$ cat src/rtl/broadcast_scheduler_if.sv
// -----------------------------------------------------------------------------
// broadcast_scheduler_if
// Request/grant bundle between four requesters and the broadcast scheduler.
//
// Handshake: requester i raises req[i] together with its frame, port and line
// and holds all of them stable until grant[i] pulses. grant[i] is a one-cycle
// pulse meaning "frame latched". The requester may then drop req[i] or change
// its fields freely. A req[i] that is still high during its own grant pulse is
// not treated as a new request, because req is only sampled while the
// scheduler is idle.
//
// Signals:
//   req       [3:0]           requester i has a frame pending
//   req_data  [4*FRAME_W-1:0] frame of requester i at [i*FRAME_W +: FRAME_W]
//   req_port  [7:0]           destination port of requester i at [2i+1:2i]
//   req_line  [7:0]           destination line of requester i at [2i+1:2i]
//   grant     [3:0]           one-hot latch pulse back to the requesters
// -----------------------------------------------------------------------------
interface broadcast_scheduler_if #(
    parameter int FRAME_W = 8
);
    logic [3:0]           req;
    logic [4*FRAME_W-1:0] req_data;
    logic [7:0]           req_port;
    logic [7:0]           req_line;
    logic [3:0]           grant;

    // Requester side
    modport master (
        output req,
        output req_data,
        output req_port,
        output req_line,
        input  grant
    );

    // Scheduler side
    modport slave (
        input  req,
        input  req_data,
        input  req_port,
        input  req_line,
        output grant
    );
endinterface

$ cat src/rtl/broadcast_scheduler.sv
// -----------------------------------------------------------------------------
// broadcast_scheduler
// Picks one of four requesters round-robin, latches its frame, port and line,
// and plays the frame out serially to a broadcaster: one SETUP cycle with the
// port enabled, FRAME_W SHIFT cycles MSB first, then one GAP cycle with the
// port disabled and a done pulse.
//
// Ports:
//   clk        sole clock, rising edge
//   rst        synchronous active-high reset
//   bus        request/grant bundle (slave side)
//   serOut     serial frame data to the broadcaster serIn
//   PB [0:3]   port-enable vector, at most one bit high (PB[port])
//   LB [1:0]   line-select code, 3 - line
//   busy       high in every state except IDLE
//   done       one-cycle pulse in the GAP cycle
//   state_dbg  current FSM state (0 IDLE, 1 SETUP, 2 SHIFT, 3 GAP)
//
// Every output is a register; the state register is exported as-is.
// -----------------------------------------------------------------------------
module broadcast_scheduler #(
    parameter int FRAME_W = 8
) (
    input  logic                  clk,
    input  logic                  rst,
    broadcast_scheduler_if.slave  bus,
    output logic                  serOut,
    output logic [0:3]            PB,
    output logic [1:0]            LB,
    output logic                  busy,
    output logic                  done,
    output logic [1:0]            state_dbg
);

    localparam int CNT_W = (FRAME_W > 2) ? $clog2(FRAME_W) : 1;
    localparam logic [CNT_W-1:0] LAST_BIT = CNT_W'(FRAME_W - 1);

    typedef enum logic [1:0] {
        IDLE  = 2'd0,
        SETUP = 2'd1,
        SHIFT = 2'd2,
        GAP   = 2'd3
    } state_t;

    state_t               state;
    logic [1:0]           rr_ptr;
    logic [FRAME_W-1:0]   shreg;
    logic [CNT_W-1:0]     bit_cnt;

    // Arbitration result for the current IDLE cycle
    logic                 win_found;
    logic [1:0]           win_idx;
    logic [FRAME_W-1:0]   win_data;
    logic [1:0]           win_port;
    logic [1:0]           win_line;
    logic [0:3]           pb_dec;

    // Round-robin search: first pending requester at or above rr_ptr,
    // wrapping 3 -> 0. The 2-bit sum wraps naturally.
    always_comb begin
        win_found = 1'b0;
        win_idx   = rr_ptr;
        for (int k = 0; k < 4; k++) begin
            if (!win_found && bus.req[rr_ptr + 2'(k)]) begin
                win_found = 1'b1;
                win_idx   = rr_ptr + 2'(k);
            end
        end
    end

    // Winner's fields and the port-enable decode
    always_comb begin
        win_data = bus.req_data[win_idx*FRAME_W +: FRAME_W];
        win_port = bus.req_port[{win_idx, 1'b0} +: 2];
        win_line = bus.req_line[{win_idx, 1'b0} +: 2];
        pb_dec   = '0;
        pb_dec[win_port] = 1'b1;
    end

    assign state_dbg = state;

    always_ff @(posedge clk) begin
        if (rst) begin
            // Any frame in flight is dropped; nothing is kept for resumption.
            state     <= IDLE;
            rr_ptr    <= 2'd0;
            bus.grant <= 4'b0000;
            serOut    <= 1'b0;
            PB        <= 4'b0000;
            LB        <= 2'b00;
            busy      <= 1'b0;
            done      <= 1'b0;
            shreg     <= '0;
            bit_cnt   <= '0;
        end else begin
            case (state)
                IDLE: begin
                    done   <= 1'b0;
                    serOut <= 1'b0;
                    if (win_found) begin
                        // Latch everything now so later input churn cannot
                        // reach the frame in flight.
                        shreg     <= win_data;
                        rr_ptr    <= win_idx + 2'd1;
                        bus.grant <= 4'b0001 << win_idx;
                        PB        <= pb_dec;
                        LB        <= 2'd3 - win_line;
                        busy      <= 1'b1;
                        state     <= SETUP;
                    end else begin
                        bus.grant <= 4'b0000;
                        PB        <= 4'b0000;
                        busy      <= 1'b0;
                    end
                end

                SETUP: begin
                    // First SHIFT cycle presents the MSB.
                    bus.grant <= 4'b0000;
                    serOut    <= shreg[FRAME_W-1];
                    shreg     <= {shreg[FRAME_W-2:0], 1'b0};
                    bit_cnt   <= '0;
                    state     <= SHIFT;
                end

                SHIFT: begin
                    if (bit_cnt == LAST_BIT) begin
                        // LSB has just been shown; close the port for GAP.
                        serOut <= 1'b0;
                        PB     <= 4'b0000;
                        done   <= 1'b1;
                        state  <= GAP;
                    end else begin
                        serOut  <= shreg[FRAME_W-1];
                        shreg   <= {shreg[FRAME_W-2:0], 1'b0};
                        bit_cnt <= bit_cnt + 1'b1;
                    end
                end

                GAP: begin
                    done  <= 1'b0;
                    busy  <= 1'b0;
                    state <= IDLE;
                end

                default: begin
                    state <= IDLE;
                end
            endcase
        end
    end

endmodule
$ cat src/flat_wrapper.sv
// flat-port wrapper written by rule: the top's interface ports become plain ports
module broadcast_scheduler_flat 
#(
    parameter int FRAME_W = 8
)
  (clk, rst, serOut, PB, LB, busy, done, state_dbg, bus_req, bus_req_data, bus_req_port, bus_req_line, bus_grant);
  broadcast_scheduler_if #(.FRAME_W(FRAME_W)) bus_i ();
  input  logic clk;
  input  logic rst;
  output logic serOut;
  output logic [0:3] PB;
  output logic [1:0] LB;
  output logic busy;
  output logic done;
  output logic [1:0] state_dbg;
  input wire logic [$bits(bus_i.req)-1:0] bus_req;
  input wire logic [$bits(bus_i.req_data)-1:0] bus_req_data;
  input wire logic [$bits(bus_i.req_port)-1:0] bus_req_port;
  input wire logic [$bits(bus_i.req_line)-1:0] bus_req_line;
  output wire logic [$bits(bus_i.grant)-1:0] bus_grant;
  assign bus_i.req = bus_req;
  assign bus_i.req_data = bus_req_data;
  assign bus_i.req_port = bus_req_port;
  assign bus_i.req_line = bus_req_line;
  assign bus_grant = bus_i.grant;
  broadcast_scheduler #(.FRAME_W(FRAME_W)) u_core (.clk(clk), .rst(rst), .bus(bus_i), .serOut(serOut), .PB(PB), .LB(LB), .busy(busy), .done(done), .state_dbg(state_dbg));
endmodule
$ cat config.mk
export PLATFORM = sky130hd
export DESIGN_NAME = broadcast_scheduler_flat
export DESIGN_NICKNAME = d
export VERILOG_FILES = /design/src/rtl/broadcast_scheduler_if.sv /design/src/rtl/broadcast_scheduler.sv /design/src/flat_wrapper.sv
export SDC_FILE = /design/constraint.sdc
export NUM_CORES = 1
export LEC_CHECK = 0
export ABC_AREA = 0
export BUFFER_PORTS_ARGS = -buffer_cell sky130_fd_sc_hd__buf_2
export CORE_UTILIZATION = 40
export DETAILED_ROUTE_END_ITERATION = 7
export PLACE_DENSITY = 0.69
export SYNTH_ARGS = -nofsm -noshare
export SYNTH_HDL_FRONTEND = slang
export SYNTH_SLANG_ARGS = --single-unit
$ cat constraint.sdc
create_clock -name clk -period 2.5 [get_ports clk]
set_input_delay 0.25 -clock clk [delete_from_list [all_inputs] [get_ports clk]]
set_output_delay 0.25 -clock clk [all_outputs]
set_load 0.02 [all_outputs]
==> flow_summary_export.csv <==
group,metric,value,unit
status,status,"complete, no violations",
synth,ys_types,34,
drt,vias,1572,
clock_network,cts_sinks,28,
clock_network,ctsHoldBuffers,0,
synth,synth_warnings,0,
setup_path,cp-end-kind,"register",
synth,synthArstFlopShare,0,%
sta,setup_viol,0,
synth,synth_top_family_by_area,"simple AND/OR/NAND/NOR gates",
sta,fin_tns_setup,0,ns
drt,viasPerCell,5.22,
place,port_buffers,68,
synth,synth_nets,245,
synth,syn_area,1640,µm²
power_and_ir_drop,leakage,1.00,nW
final_layout,stdcell_area,2110,µm²
floorplanning,core_region_area,3800,µm²
global_routing,antenna_found_initial,0,
floorplanning,die_y,66.0,µm
setup_path,worstSetupPathType,"reg2reg",
global_routing,gr-total-overflow,0,
power_and_ir_drop,power_density,963,nW/µm²
global_routing,grt_usage,19.3,%
run,drv_cap,0,
drt,dr.pass1.iters,4,
synth,seq_area_frac_synth,34.2,%
sta,worst-slew-pin-transition,0.454,ns
synth,synth_area_per_cell,9.05,µm²
sta,rsz0062_at_grt,"no",
final_layout,area_delta_synth_final,28.9,%
sta,max_freq,0.516,GHz
place,dpl_cell_area,2060,µm²
floorplanning,start_util,43.1,%
clock_network,path_clk_slew,0.10,ns
place,pre_cts_slack,0.470,ns
global_routing,grt_pass1_wl,6690,µm
sta,finalMaxSlewViolations,0,
clock_network,clk_latency,0.27,ns
setup_path,crit_required,2.71,ns
sta,fin_skew,0.00533,ns
sta,whs,0.328,ns
sta,min_period,1.94,ns
synth,yosys_most_used_dff,"dfxtp_1",
floorplanning,die_w,66.0,µm
drt,wl,3820,µm
synth,synth_area_leader_cell,"dfxtp_1",
clock_network,cts_tree,"yes",
clock_network,ctsLongestPathBuffers,2,
global_routing,grt_start_max_net_pins,26,
setup_path,path_max_fanout,10,
synth,synth_compound_area_share,18.3,%
sta,setup_slack,0.562,ns
place,hpwl,2970,µm
synth,yosys-mux-area-fraction,18.4,%
floorplanning,num_rows,22,
global_routing,first_global_vias,1480,
synth,ys_ff_latch,28,
final_layout,final_util,55.6,%
drt,drc,0,
power_and_ir_drop,ir_drop,0.000460,V
floorplanning,ios,69,
synth,synth_cells,181,
setup_path,arrival,2.15,ns
synth,synth_simple_gate_area_share,18.6,%
place,finalWeightedCongestion,0.787,
synth,synth-edff-count,0,
drt,drt_iter0_drc,104,
setup_path,startpoint_type,"register",
clock_network,cts_resized,0,
final_layout,fin_nets,318,
synth,synth.top_cell.area_share,34.2,%
synth,yosys.area_share.adder,7.64,%
floorplanning,die_area,4350,µm²
drt,wl_per_cell,12.7,µm
synth,synth_area_leaders,"dfxtp_1 34%, mux4_2 11%, ha_1 7.6%",
sta,hold_viol_final,0,
clock_network,cts-buffers-inserted,3,
drt,ant_nets,0,
final_layout,diodes,0,
worst_hold_path,hp-class,"in2reg",
setup_path,startpoint,"u_core.rr_ptr[1]",
setup_path,r2r-start,"u_core.rr_ptr[1]",
clock_network,htree_levels,1,
final_layout,drive_gt1_share,36.0,%
worst_hold_path,hold_start,"bus_req_line[1]",
clock_network,postCtsSetupBuffers,0,
clock_network,root_buffer,"clkbuf_8",
sta,relSlewSlack,69.7,%
sta,min_period_over_period,77.5,%
synth,synth_xor_area_share,0,%
==> worst paths after layout <==
kind / end / slack (ns) / cells after the start
max: u_core.PB[2] / 0.56 / 7
min: u_core.LB[1] / 0.33 / 4
max reg2reg: u_core.PB[2] / 0.56 / 7
min reg2reg: u_core.PB[2] / 0.46 / 2
==> synthesized netlist by cell type, types with 2 or more instances <==
| master | count |
|---|---|
| ha_1 | 10 |
| nor2b_1 | 8 |
| and3_1 | 8 |
| a32o_1 | 2 |
| nand2_1 | 20 |
| nor3_1 | 7 |
| nand2b_1 | 2 |
| o21ai_0 | 12 |
| inv_1 | 6 |
| clkbuf_1 | 4 |
| nor4_1 | 2 |
| dfxtp_1 | 28 |
| nor2_1 | 13 |
| mux4_2 | 8 |
| mux2i_1 | 11 |
| a21oi_1 | 18 |
| a31oi_1 | 4 |
| a32oi_1 | 2 |
==> sequential cells by signal (all words and copies together), names as in the netlist <==
signal            flops
u_core.LB             2
u_core.serOut         1
u_core.PB             4
u_core.state_dbg      2
u_core.shreg          8
u_core.bus.grant      4
u_core.busy           1
u_core.bit_cnt        3
u_core.rr_ptr         2
u_core.done           1
==> cell families (layout without fill, tap and decap cells) <==
kind of cell,Yosys count,count (layout)
AO/OA/AOI/OAI,48,48
adder cells (fa/ha/maj),10,10
flip-flops,28,28
buffers and inverters,12,84
AND/OR/NAND/NOR,63,63
multiplexers,20,20
==> stage by stage <==
step,power (mW),instances
finish,2.03,301
global route,2.22,301
CTS,2.05,301
detailed placement,1.76,297
global placement,1.75,297
floorplan,1.47,181
==> layout by cell type, fill, tap and decap left out, drive strengths merged, types with 4 or more instances in the layout <==
cell	n
nor2b	8
inv	7
a21oi	19
clkbuf	4
mux2i	11
nor3	7
a31oi	4
nor2	13
o21ai	14
and3	8
dfxtp	28
nand2	20
mux4	8
buf	73
ha	10
==> critical path: stages (launching register included) <==
cell	delay, ns
dfxtp_1	0.44
nand2_1	0.07
a21oi_1	0.18
o221ai_2	0.13
buf_4	0.21
mux4_2	0.33
or4_1	0.40
o21ai_1	0.12
==> report_power, final <==
group	internal, mW	switching (mW)	leakage [nW]
Combinational	0.468	0.608	0.743
Sequential	0.589	0.0854	0.230
Clock	0.141	0.141	0.0288
Total	1.20	0.835	1.00
==> layout make-up <==
cell class,count,area [µm²]
clock buffers,4,55.1
fillers,360,1690
inverters,7,26.3
multi-input cells,141,1030
flip-flops and latches,28,561
well taps,48,60.1
repair buffers,73,378
==> layer usage <==
| layer | up-vias | part of all wire, % | wire length (µm) | GRT usage (%) |
|---|---|---|---|---|
| met1 | 726 | 49 | 1860 | 26.6 |
| met4 | 0 | 0.71 | 27 | 3.99 |
| met5 | - | 0 | 0 | 0 |
| met2 | 30 | 47 | 1790 | 32.3 |
| li1 | 814 | - | - | - |
| met3 | 2 | 3.7 | 140 | 2.24 |
Power figures use the tool's default switching activity.
